**config.mk**
```make
export PLATFORM = sky130hd
export DESIGN_NAME = gadget_decomp
export DESIGN_NICKNAME = d
export VERILOG_FILES = /design/src/rtl/gadget_decomp.sv
export SDC_FILE = /design/constraint.sdc
export NUM_CORES = 1
export LEC_CHECK = 0
export CAP_MARGIN = 20
export CORE_AREA = 2 2 66 99
export CTS_CLUSTER_SIZE = 28
export DETAILED_ROUTE_END_ITERATION = 7
export DIE_AREA = 0 0 68 101
export PLACE_DENSITY = 0.68
export SLEW_MARGIN = 25
export SYNTH_ARGS = -nofsm -noshare
export SYNTH_HDL_FRONTEND = slang
export SYNTH_SLANG_ARGS = --single-unit
export TNS_END_PERCENT = 1
```
**constraint.sdc**
```tcl
create_clock -name clk -period 3.4 [get_ports clk]
set_input_delay 0.51 -clock clk [delete_from_list [all_inputs] [get_ports clk]]
set_output_delay 0.51 -clock clk [all_outputs]
set_load 0.01 [all_outputs]
```
**src/rtl/gadget_decomp.sv**
```systemverilog
// Sequential signed gadget decomposer: one torus word in, L signed base-2^BG_BIT
// digits out (most significant level first), each sign-extended to DATA_WIDTH.
module gadget_decomp #(
  parameter  int DATA_WIDTH = 32,
  parameter  int BG_BIT     = 8,
  parameter  int L          = 3,
  localparam int LW         = (L > 1) ? $clog2(L) : 1
) (
  input  logic                  clk,
  input  logic                  rst,
  input  logic                  in_valid,
  output logic                  in_ready,
  input  logic [DATA_WIDTH-1:0] in_data,
  output logic                  out_valid,
  input  logic                  out_ready,
  output logic [DATA_WIDTH-1:0] out_digit,
  output logic [LW-1:0]         out_level,
  output logic                  out_last,
  output logic                  state_dbg
);

  if (!((L * BG_BIT < DATA_WIDTH) && (BG_BIT >= 2))) begin : g_bad_params
    $error("gadget_decomp: need L*BG_BIT < DATA_WIDTH and BG_BIT >= 2");
  end

  localparam int HALF = 1 << (BG_BIT - 1);

  // Centres every digit field on HALF and adds the rounding bit just below the last level.
  function automatic logic [DATA_WIDTH-1:0] calc_offset();
    logic [DATA_WIDTH-1:0] acc;
    logic [DATA_WIDTH-1:0] half_w;
    logic [DATA_WIDTH-1:0] one_w;
    acc    = '0;
    half_w = DATA_WIDTH'(HALF);
    one_w  = DATA_WIDTH'(1);
    for (int i = 1; i <= L; i++) begin
      acc = acc + (half_w << (DATA_WIDTH - i * BG_BIT));
    end
    acc = acc + (one_w << (DATA_WIDTH - L * BG_BIT - 1));
    return acc;
  endfunction

  localparam logic [DATA_WIDTH-1:0] OFFSET = calc_offset();
  localparam logic [BG_BIT-1:0]     HALF_F = BG_BIT'(HALF);

  typedef enum logic [0:0] {IDLE = 1'b0, EMIT = 1'b1} state_t;

  state_t                state, state_n;
  logic [DATA_WIDTH-1:0] tmp, tmp_n;
  logic [LW-1:0]         lvl, lvl_n;
  logic                  is_last;
  logic [DATA_WIDTH-1:0] shifted;
  logic [BG_BIT-1:0]     field;
  logic [BG_BIT-1:0]     digit;
  int                    shamt;

  // Handshake: a transfer happens on a rising edge where valid && ready are both high;
  // valid never depends on ready, and a held beat keeps its payload stable.

  always_ff @(posedge clk) begin
    if (!rst) begin
      state <= IDLE;
      tmp   <= '0;
      lvl   <= '0;
    end else begin
      state <= state_n;
      tmp   <= tmp_n;
      lvl   <= lvl_n;
    end
  end

  always_comb begin
    shamt   = DATA_WIDTH - (int'(lvl) + 1) * BG_BIT;
    shifted = tmp >> shamt;
    field   = shifted[BG_BIT-1:0];
    digit   = field - HALF_F;
    is_last = (lvl == LW'(L - 1));
  end

  always_comb begin
    state_n   = state;
    tmp_n     = tmp;
    lvl_n     = lvl;
    out_valid = 1'b0;
    out_digit = '0;
    out_level = '0;
    out_last  = 1'b0;
    case (state)
      IDLE: begin
        if (in_valid) begin
          tmp_n   = in_data + OFFSET;
          lvl_n   = '0;
          state_n = EMIT;
        end
      end
      EMIT: begin
        out_valid = 1'b1;
        out_digit = {{(DATA_WIDTH - BG_BIT){digit[BG_BIT-1]}}, digit};
        out_level = lvl;
        out_last  = is_last;
        if (out_ready) begin
          if (is_last) begin
            state_n = IDLE;
            lvl_n   = '0;
          end else begin
            lvl_n = lvl + LW'(1);
          end
        end
      end
      default: state_n = IDLE;
    endcase
  end

  assign in_ready  = rst && (state == IDLE);
  assign state_dbg = (state == EMIT);

endmodule

```
==> flow_summary.ini <==
[synth]
yosys_warnings = 0
ys_ff_latch = 35
synth_edf_count = 0
synth-seq-area-share = 0.3079
syn_area_um2 = 2276
syn-num-nets = 305
synth-async-reset-ratio = 0
syn_inst = 265
ys_types = 46
synth_top_flop_cell = dfxtp_1
synth_area_per_cell_um2 = 8.588

[routing]
detail_route.wl_per_cell_um = 14.66
viasPerCell = 5.474
drc = 0
top_layer = met4
first_pass_iters = 4
wl_met2_um = 2994
met3_length_um = 313
num_vias = 2091
drt_iter0_markers = 55
m1WireLength_um = 2173
antenna_left = 0
wl_um = 5602

[layout]
design_area_um2 = 2935
synthToLayoutAreaGrowth_pct = 28.97
fin_util = 0.4857
final_cell_mix = clkdlybuf4s50_1 (73), dfxtp_1 (35), nand2_1 (22), o21ai_0 (17), nand3_1 (14)
fin_nets = 349
drive_above_1_share = 0.09740
diodes = 0
layout_commonest_cell = clkdlybuf4s50_1

[sta]
finalSetupViolations = 0
fin_skew_ns = 0.003233
timing.final.crit_share = 0.8775
tightest_slew_ns = 0.6001
final-max-slew-violation-count = 0
hold_violations = 0
rsz0062_at_grt = no
fmax_mhz = 335.2
finalWorstPathRequiredPeriod_ns = 2.983
slew_headroom = 0.5994
setup_tns_ns = 0

[die]
core_area_um2 = 6043
fp-row-count = 35
io_pins = 74
die_height_um = 101
start_util = 0.3766
design.die.area_um2 = 6868
die_w_um = 68

[clock_tree]
clkTransAtPathRegs_ns = 0.07
cts-root-buf = clkbuf_8
h-tree-depth = 2
cts.path.max_buffers = 2
worstSkewPairLatency_ns = 0.28
postCtsSetupBuffers = 0
cts_made_buffers = 5
hold_buffers = 0
cts_resized = 0
clock-sinks = 35
cts_tree = built

[pwr]
peakVddDrop_mv = 0.1696
power_density_nw_per_um2 = 344.9
leakage_uw = 0.001046

[worst_hold_path]
hold_class = register to register

[placement]
place.gp.congestion = 0.7644
hpwl_um = 4289
numPortBuffers = 73
place_area_um2 = 2863

[flow_run]
cap_violations = 0

[setup_path]
required_ns = 2.89
startpoint_type = register
path_max_fanout = 25
crit_type = register to output pin
end_kind = output pin
cp.arrival_ns = 2.47

[global_routing]
grt_max_degree = 47
grt_first_pass_wirelength_um = 9218
overflow = 0
grt_pass1_vias = 1984
grt_use_total = 0.1733
antenna_found_initial = 0

[status]
outcome = finished clean
[path summary, 6_finish.rpt]
check	start	end	slack [ns]	cells after the start
hold reg to reg	tmp[15]	tmp[15]	0.45	2
hold / removal	tmp[15]	tmp[15]	0.45	2
setup / recovery	lvl[1]	out_digit[24]	0.42	6
setup reg to reg	state_dbg	tmp[31]	1.42	5
[where the power goes]
group          internal (uW)  switching, uW  leakage [uW]
Sequential               440           21.9      0.000289
Combinational            152            126      0.000720
Clock                    136            136     0.0000371
Total                    729            284       0.00105
[state kept, by name, summed over array words and instances, names as in the netlist]
signal,flops
lvl,2
state_dbg,1
tmp,32
[routing by layer]
layer  vias to the layer above  global-route usage
li1                       1035                   -
met1                       965              0.1982
met2                        80              0.3129
met3                        11             0.03017
met4                         0             0.06000
met5                         -                   0
[metrics by stage]
step	hold slack (ns)	cells	power [uW]	setup slack [ns]
after floorplan	0.4287	265	638.3	0.06433
after global placement	0.4405	376	746.3	0.7815
after detailed placement	0.4452	376	750.6	0.7098
after CTS	0.4526	382	1018	0.4015
after global routing	0.4766	382	1066	0.2392
final	0.4519	382	1012	0.4165
[cells in the mapped netlist (3+ instances only)]
cell	instances	area [um^2]
mux4_2	8	180.2
nand2b_1	3	18.77
and2_1	10	62.56
a211oi_1	6	45.04
nand3_1	14	70.07
dfxtp_1	35	700.7
or4_1	3	22.52
buf_2	3	15.01
or3_1	6	37.54
inv_1	8	30.03
nand4_1	3	18.77
a311oi_1	3	26.28
and4_1	4	35.03
o21ai_0	17	85.08
clkbuf_1	9	33.78
buf_4	27	202.7
nor2_1	13	48.80
a21oi_1	13	65.06
xnor2_1	3	26.28
xor2_1	4	35.03
o31ai_1	4	30.03
and4_2	3	30.03
a31oi_1	10	62.56
nand2_1	22	82.58
ha_1	4	50.05
[cells by family after synthesis]
kind of cell | after synthesis | synth area share
AO/OA/AOI/OAI | 68 | 0.1974
XOR/XNOR | 7 | 0.02694
adder cells (fa/ha/maj) | 4 | 0.02199
buffers and inverters | 50 | 0.1380
flip-flops | 35 | 0.3079
multiplexers | 9 | 0.08356
AND/OR/NAND/NOR | 92 | 0.2243
[area by class of cell]
cell class	count	area (um^2)
clock buffers	6	72.57
flip-flops and latches	35	700.7
multi-input cells	180	1264
well taps	74	92.59
inverters	8	30.03
fillers	588	3108
repair buffers	79	775.7
[worst max-delay path: stages (launching register included)]
cell,delay [ns]
dfxtp_1,0.37
inv_1,0.07
ha_1,0.48
mux4_2,0.35
nor2b_1,0.12
buf_4,0.23
clkdlybuf4s50_1,0.57
(Power assumes the default switching activity.)
